<file path="src/rtl/access_record_packer.sv">
// Packs two {info, address} records into one queue word (lower half first); optional PACKER_FLUSH_EN pads a lone record out.
// Latency: the word is written the cycle after its second record is taken; a flushed half is written the cycle after the flush edge.
// Backpressure: waitrequest holds write_en/data_in; in_ready drops only while a half is buffered behind a pending word.
module access_record_packer #(
   parameter int INFO_WIDTH   = 10,
   parameter int ADDR_WIDTH   = 32,
   parameter int Q_DATA_WIDTH = 128,
   parameter logic [Q_DATA_WIDTH/2-1:0] PAD_VALUE = '0,
   parameter int CNT_WIDTH    = 16
) (
   input  logic                             clk,
   input  logic                             rst,
   input  logic                             in_valid,
   input  logic [INFO_WIDTH+ADDR_WIDTH-1:0] in_data,
   output logic                             in_ready,
   input  logic                             flush,
   output logic                             write_en,
   output logic [Q_DATA_WIDTH-1:0]          data_in,
   input  logic                             waitrequest,
   output logic [CNT_WIDTH-1:0]             words_written,
   output logic                             half_pending
);

   localparam int HALF_W = Q_DATA_WIDTH / 2;

   logic              half_valid;
   logic              word_valid;
   logic [HALF_W-1:0] half_q;
   logic [HALF_W-1:0] in_half;
   logic              take;
   logic              accept;
   logic              pair;
   logic              promote;

   assign in_half  = HALF_W'(in_data);
   // Pure register decode: no path from waitrequest into in_ready.
   assign in_ready = ~(half_valid & word_valid);
   assign take     = in_valid & in_ready;
   assign accept   = word_valid & ~waitrequest;
   // in_ready guarantees the output slot is empty whenever a pair forms.
   assign pair     = take & half_valid;

`ifdef PACKER_FLUSH_EN
   assign promote = flush & half_valid & ~word_valid & ~take;
`else
   logic unused_cfg;
   assign unused_cfg = ^{flush, PAD_VALUE};
   assign promote    = 1'b0;
`endif

   always_ff @(posedge clk or negedge rst) begin
      if (!rst) begin
         half_valid    <= 1'b0;
         word_valid    <= 1'b0;
         half_q        <= '0;
         data_in       <= '0;
         words_written <= '0;
      end else begin
         if (accept) begin
            word_valid    <= 1'b0;
            words_written <= words_written + CNT_WIDTH'(1);
         end
         if (take && !half_valid) begin
            half_q     <= in_half;
            half_valid <= 1'b1;
         end else if (pair) begin
            data_in    <= {in_half, half_q};
            word_valid <= 1'b1;
            half_valid <= 1'b0;
         end else if (promote) begin
            data_in    <= {PAD_VALUE, half_q};
            word_valid <= 1'b1;
            half_valid <= 1'b0;
         end
      end
   end

   assign write_en     = word_valid;
   assign half_pending = half_valid;

endmodule

</file>
<file path="config.mk">
export PLATFORM = sky130hd
export DESIGN_NAME = access_record_packer
export DESIGN_NICKNAME = d
export VERILOG_FILES = /design/src/rtl/access_record_packer.sv
export SDC_FILE = /design/constraint.sdc
export NUM_CORES = 1
export LEC_CHECK = 0
export ABC_AREA = 1
export CAP_MARGIN = 10
export CORE_MARGIN = 8
export CORE_UTILIZATION = 50
export DETAILED_ROUTE_END_ITERATION = 10
export PLACE_DENSITY = 0.86
export RECOVER_POWER = 100
export SYNTH_ARGS = -nofsm -noshare
export SYNTH_HDL_FRONTEND = slang
export SYNTH_SLANG_ARGS = --single-unit
</file>
<file path="constraint.sdc">
create_clock -name clk -period 2.3 [get_ports clk]
set_clock_uncertainty 0.05 [all_clocks]
set_input_delay 0.46 -clock clk [delete_from_list [all_inputs] [get_ports clk]]
set_output_delay 0.46 -clock clk [all_outputs]
set_load 0.05 [all_outputs]
</file>
==> flow_summary.ini <==
[floorplan]
num_io_pins = 194
core_mm2 = 0.0119
die_height_um = 125
die-width_um = 125
design.die.area_mm2 = 0.0157
start_util_pct = 50.5
rows = 40

[placed_design]
dp_hpwl_mm = 9.83
pre_cts_slack_ns = 0.0937
gp_congestion = 0.853
placed_area_mm2 = 0.00738
io_buffers = 148

[pwr]
p_leak_nw = 4.12
power.total_mw = 12.3
vdd_drop_max_mv = 0.975
power_density_mw_per_mm2 = 1570

[grt]
grt_max_degree = 82
first_global_vias = 4571
grt_first_pass_wirelength_mm = 23.2
grtUsageTotal_pct = 18.3
overflow = 0
antenna_found_initial = 0

[routing]
viasPerCell = 4.65
drc_errors = 0
antenna_left = 0
first_pass_iters = 6
drtIter0Drc = 227
routed_wirelength_mm = 13.8
via_count = 4421
wl_per_cell_um = 14.6

[setup_path]
worst_setup_path_start_kind = flip-flop
crit_family = buffers and inverters
crit_type = reg -> out
worst_ep_arrival_time_ns = 1.70
cp_num_buf_inv = 1
crit_path_max_incr_delay_ns = 0.90
worstPathCellList = dlygate4sd3_1
crit_path_end_kind = primary output
cp_max_fo = 2
worstPathRequired_ns = 1.79
slowest_stage = dlygate4sd3_1

[cts]
clockBufferDepth = 2
clk_latency_ns = 0.41
root_buffer = clkbuf_16
clk_pin_slew_ns = 0.06
cts_tree = done
cts_made_buffers = 17
htreeDepth = 4
cts.sinks = 144

[timing]
fin_setup_tns_ns = 0
worst_slack_ns = 0.0891
slew_viol_final = 0
setup_viol = 0
worst_slew_pin_slew_ns = 1.36
post-route-min-period_ns = 2.21
fmax_ghz = 0.452
rsz0062_at_grt = no
relSlewSlack_pct = 9.43
hold_violations = 0
period_share_pct = 96.1

[finish]
final_nets = 839
layout-drive-gt1-share_pct = 5.23
multi_input_area_mm2 = 0.00177
seq_area_mm2 = 0.00360
final_area_mm2 = 0.00783
fill_cells = 968
diodes = 0
syn2layout_area_growth_pct = 30.9

[flow_run]
maxCapViolCount = 0

[worst_hold_path]
hold_path_class = reg -> reg

[synth]
syn_area_mm2 = 0.00598
ys_seq_area_share_pct = 60.2
syn_avg_cell_area_um2 = 9.31
synth_cell_types = 26
ys_ff_latch = 144
yosys_warnings = 0
synthCells = 643

[outcome]
status = finished, final reports clean
Yosys cell counts, drive strengths merged:
cell    number  area [um^2]
nand2      241          922
xnor2        3         26.3
buf         69          508
nand4        4         25.0
ha           1         12.5
nand3b       1         7.51
xor2         7         61.3
dfrtp      144         3600
clkbuf       2         7.51
nor2        17         98.8
o21ai       85          425
nand3        7         45.0
nor3b        1         7.51
inv         59          224
conb         1         3.75
and2         1         6.26
tightest hold or removal path: stages, from the launching register on:
cell and delay (ns):
dfrtp_1 0.34, nand2_1 0.05, nand2_1 0.05
flip-flops by register name, summed over array words and instances (netlist names):
signal / flops
half_pending: 1
half_q: 42
words_written: 16
write_en: 1
data_in: 84
report_power, final:
group / total [mW] / internal, mW / switching (mW) / leakage, nW
clock: 2.45 / 1.48 / 0.971 / 0.263
combinational: 5.60 / 1.51 / 4.09 / 2.05
sequential: 4.25 / 3.63 / 0.612 / 1.81
total: 12.3 / 6.62 / 5.68 / 4.12
final cells by class:
type,count,share of cell area [%]
Sequential cell,144,46.0
Multi-Input combinational cell,412,22.6
Timing Repair Buffer,157,19.5
Clock buffer,25,6.33
Inverter,59,2.83
Tap cell,147,2.35
Clock inverter,6,0.415
repair_timing:
action / in CTS / in global routing
setup buffers: 0 / 0
setup endpoints to repair: 0 / 2
hold endpoints to repair: 52 / 0
gates resized for setup: 0 / 2
hold buffers: 1 / 0
cell families (layout without fill, tap and decap cells):
logic type	count (synthesis)	after routing	synth area share (%)
AO/OA/AOI/OAI	85	85	7.11
XOR/XNOR	10	10	1.46
adder cells (fa/ha/maj)	1	1	0.209
buffers and inverters	130	247	12.4
flip-flops	144	144	60.2
other	1	44	0.0627
AND/OR/NAND/NOR	272	272	18.6
worst paths after layout:
check / slack (ns) / start / to / cells past startpoint
min in group asynchronous: 0.85 / rst / data_in[8] / 2
worst max-delay path: 0.09 / data_in[16] / data_in[16] / 1
worst min-delay path: 0.42 / half_q[34] / data_in[34] / 2
worst max register to register: 0.53 / write_en / data_in[80] / 4
worst min register to register: 0.42 / half_q[34] / data_in[34] / 2
max in group asynchronous: 0.33 / rst / half_q[38] / 3
layer usage:
layer | vias to the layer above | GRT usage, % | wire length [um]
met5 | - | 0 | 0
met4 | 0 | 7.74 | 277
met3 | 23 | 6.93 | 938
met2 | 118 | 30.8 | 6920
met1 | 2095 | 20.6 | 5700
li1 | 2185 | - | -
placed cells by master (no fill, tap or decap):
master / netlist / layout
and2_0: 0 / 1
nand3_2: 2 / 2
nand2_2: 1 / 1
clkdlybuf4s50_1: 0 / 55
clkbuf_2: 0 / 4
inv_1: 56 / 57
ha_1: 1 / 1
nor2_1: 11 / 16
nand4_1: 4 / 4
buf_6: 4 / 1
nand2_1: 238 / 239
nor2_4: 4 / 1
clkbuf_4: 0 / 1
buf_4: 55 / 2
xor2_1: 7 / 7
dlygate4sd3_1: 0 / 91
clkinvlp_4: 0 / 1
clkbuf_8: 0 / 4
xnor2_1: 3 / 3
conb_1: 1 / 44
clkbuf_16: 0 / 17
o21ai_1: 5 / 1
nor3b_1: 1 / 1
dfrtp_1: 144 / 144
inv_2: 2 / 2
clkbuf_1: 2 / 7
nand2_4: 2 / 1
nand3b_1: 1 / 1
nand3_1: 5 / 5
clkinv_2: 0 / 5
o21ai_0: 80 / 84
per-stage QoR:
stage | hold WS (ns) | utilization (%) | cells
after global placement | 0.396 | 62.3 | 918
final | 0.417 | 66.0 | 950
after global routing | 0.435 | 66.0 | 950
after detailed placement | 0.404 | 62.3 | 918
after CTS | 0.416 | 66.8 | 950
after floorplan | 0.114 | - | 686
Power figures use the tool's default switching activity.
